--- src/rtl/fetch_stage.sv ---
// fetch_stage -- instruction fetch stage with PC register and IF/ID pipeline register.
//
// Holds the fetch PC, selects the next PC, and registers the fetched instruction
// for decode.
//
// The next PC is chosen from these sources:
//   - sequential (PC + 4)
//   - a taken branch from decode
//   - a jump target built from the decode-stage instruction
//
// The IF/ID register can be stalled or flushed. A flush inserts a bubble, which
// is a nop with ValidD = 0.
//
// Parameters:
//   WIDTH     width of the PC, instruction and address paths (>= 32)
//   RESET_PC  PC loaded while RST is high
//
// Ports:
//   CLK        clock, rising edge
//   RST        synchronous reset, active high; overrides every other control input
//   InstrF     instruction word read combinationally from imem[PCF]
//   StallF     hold the PC register
//   StallD     hold the IF/ID register
//   FlushD     clear the IF/ID register to a bubble; wins over StallD
//   PCSrcD     next-PC select: bit1 = jump (has priority), bit0 = taken branch
//   PCBranchD  branch target from decode
//   PCF        current fetch address
//   InstrD     registered instruction for decode
//   PCPlus4D   registered PCF + 4 for decode
//   ValidD     InstrD holds a real fetched instruction
//
// Optional feature (macro FETCH_PERF_CNT_EN), which adds two free-running 32-bit
// counters that wrap and are cleared by RST:
//   FetchCount     edges on which IF/ID loaded a valid instruction
//   RedirectCount  edges on which the PC loaded a branch or jump target
module fetch_stage #(
  parameter int                 WIDTH    = 32,
  parameter logic [WIDTH-1:0]   RESET_PC = WIDTH'(32'h0000_0000)
) (
  input  logic             CLK,
  input  logic             RST,
  input  logic [WIDTH-1:0] InstrF,
  input  logic             StallF,
  input  logic             StallD,
  input  logic             FlushD,
  input  logic [1:0]       PCSrcD,
  input  logic [WIDTH-1:0] PCBranchD,
  output logic [WIDTH-1:0] PCF,
  output logic [WIDTH-1:0] InstrD,
  output logic [WIDTH-1:0] PCPlus4D,
  output logic             ValidD
`ifdef FETCH_PERF_CNT_EN
  ,
  output logic [31:0]      FetchCount,
  output logic [31:0]      RedirectCount
`endif
);

  // Sequential successor of a PC; wraps modulo 2^WIDTH.
  function automatic logic [WIDTH-1:0] pc_inc(input logic [WIDTH-1:0] pc);
    return pc + WIDTH'(4);
  endfunction

  logic [WIDTH-1:0] pc_p0;
  logic [WIDTH-1:0] pc_plus4_p0;
  logic [WIDTH-1:0] pc_jump_p1;
  logic [WIDTH-1:0] pc_next_p0;
  logic [WIDTH-1:0] instr_p1;
  logic [WIDTH-1:0] pc_plus4_p1;
  logic             vld_p1;

  assign pc_plus4_p0 = pc_inc(pc_p0);

  // The jump target comes from the IF/ID outputs, because the jump is resolved in decode.
  assign pc_jump_p1  = {pc_plus4_p1[WIDTH-1:28], instr_p1[25:0], 2'b00};

  always_comb begin
    pc_next_p0 = pc_plus4_p0;
    if (PCSrcD[1])      pc_next_p0 = pc_jump_p1;
    else if (PCSrcD[0]) pc_next_p0 = PCBranchD;
  end

  // Stage 0: PC register
  always_ff @(posedge CLK) begin
    if (RST)          pc_p0 <= RESET_PC;
    else if (!StallF) pc_p0 <= pc_next_p0;
  end

  // Stage 1: IF/ID register (a flush overrides a stall)
  always_ff @(posedge CLK) begin
    if (RST || FlushD) begin
      instr_p1    <= '0;
      pc_plus4_p1 <= '0;
      vld_p1      <= 1'b0;
    end else if (!StallD) begin
      instr_p1    <= InstrF;
      pc_plus4_p1 <= pc_plus4_p0;
      vld_p1      <= 1'b1;
    end
  end

`ifdef FETCH_PERF_CNT_EN
  logic [31:0] fetch_cnt;
  logic [31:0] redirect_cnt;

  always_ff @(posedge CLK) begin
    if (RST) begin
      fetch_cnt    <= '0;
      redirect_cnt <= '0;
    end else begin
      if (!StallD && !FlushD)          fetch_cnt    <= fetch_cnt + 32'd1;
      if (!StallF && (PCSrcD != 2'b00)) redirect_cnt <= redirect_cnt + 32'd1;
    end
  end

  assign FetchCount    = fetch_cnt;
  assign RedirectCount = redirect_cnt;
`endif

  assign PCF      = pc_p0;
  assign InstrD   = instr_p1;
  assign PCPlus4D = pc_plus4_p1;
  assign ValidD   = vld_p1;

endmodule

--- config.mk ---
export PLATFORM = sky130hd
export DESIGN_NAME = fetch_stage
export DESIGN_NICKNAME = d
export VERILOG_FILES = /design/src/rtl/fetch_stage.sv
export SDC_FILE = /design/constraint.sdc
export NUM_CORES = 1
export LEC_CHECK = 0
export BUFFER_PORTS_ARGS = -buffer_cell sky130_fd_sc_hd__clkbuf_2
export CAP_MARGIN = 20
export CORE_MARGIN = 10
export CORE_UTILIZATION = 50
export CTS_CLUSTER_DIAMETER = 50
export DETAILED_ROUTE_END_ITERATION = 6
export HOLD_SLACK_MARGIN = 0.06
export PLACE_DENSITY = 0.85
export SLEW_MARGIN = 20
export SYNTH_ARGS = -nofsm -noshare
export SYNTH_HDL_FRONTEND = slang
export SYNTH_SLANG_ARGS = --single-unit
--- constraint.sdc ---
create_clock -name CLK -period 2.4 [get_ports CLK]
set_clock_uncertainty 0.2 [all_clocks]
set_input_delay 0.12 -clock CLK [delete_from_list [all_inputs] [get_ports CLK]]
set_output_delay 0.12 -clock CLK [all_outputs]
set_load 0.03 [all_outputs]
==> parameters.txt <==
Parameter                              Value

Synth
  Most frequently used flop master after synthesis    dfxtp_1
  Leading cell types by total area after synthesis    dfxtp_1, mux2i_1, nor2_1, a21oi_1, o21ai_0
  Post-synth cell types    between 50 and 60
  Largest area contributor in the synthesized netlist    dfxtp_1
  Count of warnings emitted by yosys    0
  Total standard cell area after synthesis    just under 5000 um^2
  Share of synthesized area occupied by flip-flops and latches    about two fifths
  Synthesized netlist net count    642
  Cells after synthesis    570
  Share of the synthesized area in the top cell type    between 40% and 50%
  Number of synthesized register bits    97
  Avg Cell Area, Syn    ~8.4 um^2
  Post-synth EDFFs    0
  Async set-or-reset flop fraction in the synthesized netlist    0%

Power
  Total power draw    around 3.5 mW
  Static leakage    roughly 3.0 nW
  Cell Pwr Density    between 500 and 600 nW/um^2
  Peak supply drop    between 0.0003 and 0.0004 V

Clock tree
  Clk buf depth    2
  Skew-Pair Late Insertion Delay    0.36 ns
  CTS buffer count    9
  Root buf cell    clkbuf_8
  Post-CTS clock slew at the launch and capture registers of the worst setup and hold paths    roughly 0.1 ns
  Sink Count    97
  Count of H-tree levels built during CTS    3
  CTS tree    built

Cells and area
  Fill cells    between 600 and 700
  Post-layout instance count excluding filler cells    a little over 900
  Share of final-layout standard cells stronger than drive strength 1    between 20% and 30%
  Final net count    about 870
  Multi-input gate area    about 2600 um^2
  Register Area    between 1500 and 2000 um^2
  Share of the core filled with cells    72.01%
  Post-synthesis to final-layout area growth    39.00%
  Most common cell after layout, fill and taps aside    clkbuf_2
  Top library cells by usage in the layout, fill and taps aside    clkbuf_2, dfxtp_1, nor2_1, dlygate4sd3_1, a21oi_1

STA
  Final critical path time including I/O delays and setup    2.221 ns
  Total count of hold-check failures in the final report    0
  Transition time of the tightest slew-check pin    roughly 0.90 ns
  Hold slack    roughly 0.066 ns
  Number of pins with negative max-slew slack in the final report    0
  Setup TNS Final    0 ns
  Final setup viols    0
  Relative max-transition margin    about two fifths
  F_max    between 0.4 and 0.5 GHz
  Unrepaired setup endpoints after global routing    no
  Period utilisation layout    between 90% and 100%

Die
  Die ar.    approximately 14000 um^2
  Number of standard-cell rows in the floorplan    35
  Horizontal die dimension    about 120 um
  Vertical extent of the die    118.1 um
  Top-Level Pins    approximately 170
  Starting Density    about half
  Placeable core area    a little over 9000 um^2

Placed design
  Placer Congestion    approximately 0.95
  Number of input and output port buffers inserted    between 150 and 200
  Hpwl dp    approximately 12000 um
  Total instance count after detailed placement    around 850

Detailed routing
  Detailed Route Iter0 Violations    500
  Detailed-route via count    between 5000 and 6000
  Sum of routed wire length over all layers    around 18000 um
  Final routed DRC violation total    0
  Remaining number of nets flagged by the antenna check after routing    0
  Via-per-instance ratio    5.766
  Count of TritonRoute iterations in the first routing pass    5
  WL per Instance    19.72 um

Worst setup path
  Critical Path Slowest Stage Cell    dfxtp_1
  Critical path endpoint category    flop
  Kind of cell adding the most delay to the critical path    simple AND/OR/NAND/NOR gates
  Sum of buffers and inverters on the critical path    1
  Data required time of the worst path    about 2.5 ns
  CP arrival    2.29 ns
  Critical Path Fanout Max    9
  Largest stage delay on the critical path    0.51 ns
  Kind of start point of the critical path    flop
  Type of the worst setup path    reg -> reg
  Cell-by-cell listing of the critical path    nand3_2 > nor4_4 > nand4_1 > buf_4 > o31a_1 > o32ai_1

Global route
  Number of antenna violations at the first check in global routing    2
  Largest net degree at the start of global routing    48
  GRT Util Overall    between 20 and 30%
  Via count of the first global-routing pass    ~5400
  Gr ovfl total    0
  Global-route wire length before repair    between 20000 and 30000 um

Job
  Max-capacitance violation count    0

Status
  Run status    completed

Worst hold path
  Hold crit path type    in -> reg
[what timing repair did]
action | in CTS | in global routing
gates resized for setup | 0 | 2
setup endpoints to repair | 0 | 3
buffers inserted | 0 | 1
hold buffers | 64 | 0
hold endpoints to repair | 81 | 0
[worst register-to-register path, stage by stage (launching register included)]
cell and delay [ns]:
dfxtp_1 0.51, nand3_2 0.27, nor4_4 0.37, nand4_1 0.20, buf_4 0.20, o31a_1 0.27, o32ai_1 0.12
[power breakdown]
| group | internal [mW] | switching (mW) | total (mW) | leakage [nW] |
|---|---|---|---|---|
| logic | 0.265 | 0.394 | 0.659 | 2.09 |
| clock network | 0.478 | 0.588 | 1.07 | 0.0925 |
| registers | 1.67 | 0.0620 | 1.73 | 0.791 |
| total | 2.41 | 1.04 | 3.45 | 2.97 |
[final timing paths]
| path | start | to | slack [ns] | cells after the start |
|---|---|---|---|---|
| hold / removal | PCBranchD[6] | PCF[6] | 0.07 | 4 |
| setup reg to reg | PCF[4] | PCF[25] | 0.18 | 6 |
| setup / recovery | PCF[4] | PCF[25] | 0.18 | 6 |
| hold reg to reg | PCPlus4D[17] | PCPlus4D[17] | 0.30 | 2 |
[kinds of logic after synthesis]
logic type / after synthesis / share of synthesized area (%)
and+or+nand+nor: 183 / 19.85
AOI/OAI and AO/OA: 156 / 20.63
DFF: 97 / 40.37
buffers and inverters: 65 / 5.463
muxes: 40 / 8.325
xor gates and xnor gates: 28 / 5.099
adders and majority gates: 1 / 0.2601
[Yosys cell counts, types with 9 or more instances]
cell type	instances
nand2_1	26
xnor2_1	16
nand3_1	17
a22oi_1	12
inv_1	18
clkbuf_1	34
nor2_1	79
dfxtp_1	97
xor2_1	12
nand4_1	12
a21oi_1	50
o21ai_0	38
mux2i_1	40
nor3_1	9
[state kept, by name, indices dropped and copies added (netlist names)]
name	count
InstrD	32
ValidD	1
PCF	32
PCPlus4D	32
[per-layer routing]
layer | share of wire, % | wire, um | global-route usage [%] | up-vias
met4 | 3.0 | 546 | 10.43 | 0
li1 | - | - | - | 2494
met2 | 46 | 8455 | 40.09 | 344
met1 | 41 | 7480 | 31.17 | 2464
met5 | 0 | 0 | 0 | -
met3 | 10 | 1840 | 7.050 | 55
[final cells by class]
class                           count  share of cell area [%]
Timing Repair Buffer              260                   25.53
Antenna cell                        2                 0.07486
Tap cell                          129                   2.414
Clock buffer                       10                   1.909
Multi-Input combinational cell    408                   39.14
Inverter                           18                   1.011
Clock inverter                      5                  0.8422
Sequential cell                    97                   29.08
[per-stage QoR]
stage / cell area [um^2] / worst slack (ns)
final: 6685 / 0.1794
after global routing: 6685 / 0.02709
after CTS: 6664 / 0.1395
after detailed placement: 5839 / 0.1561
after global placement: 5839 / 0.2502
after floorplan: 4812 / 0.09180
Power figures use the tool's default switching activity.
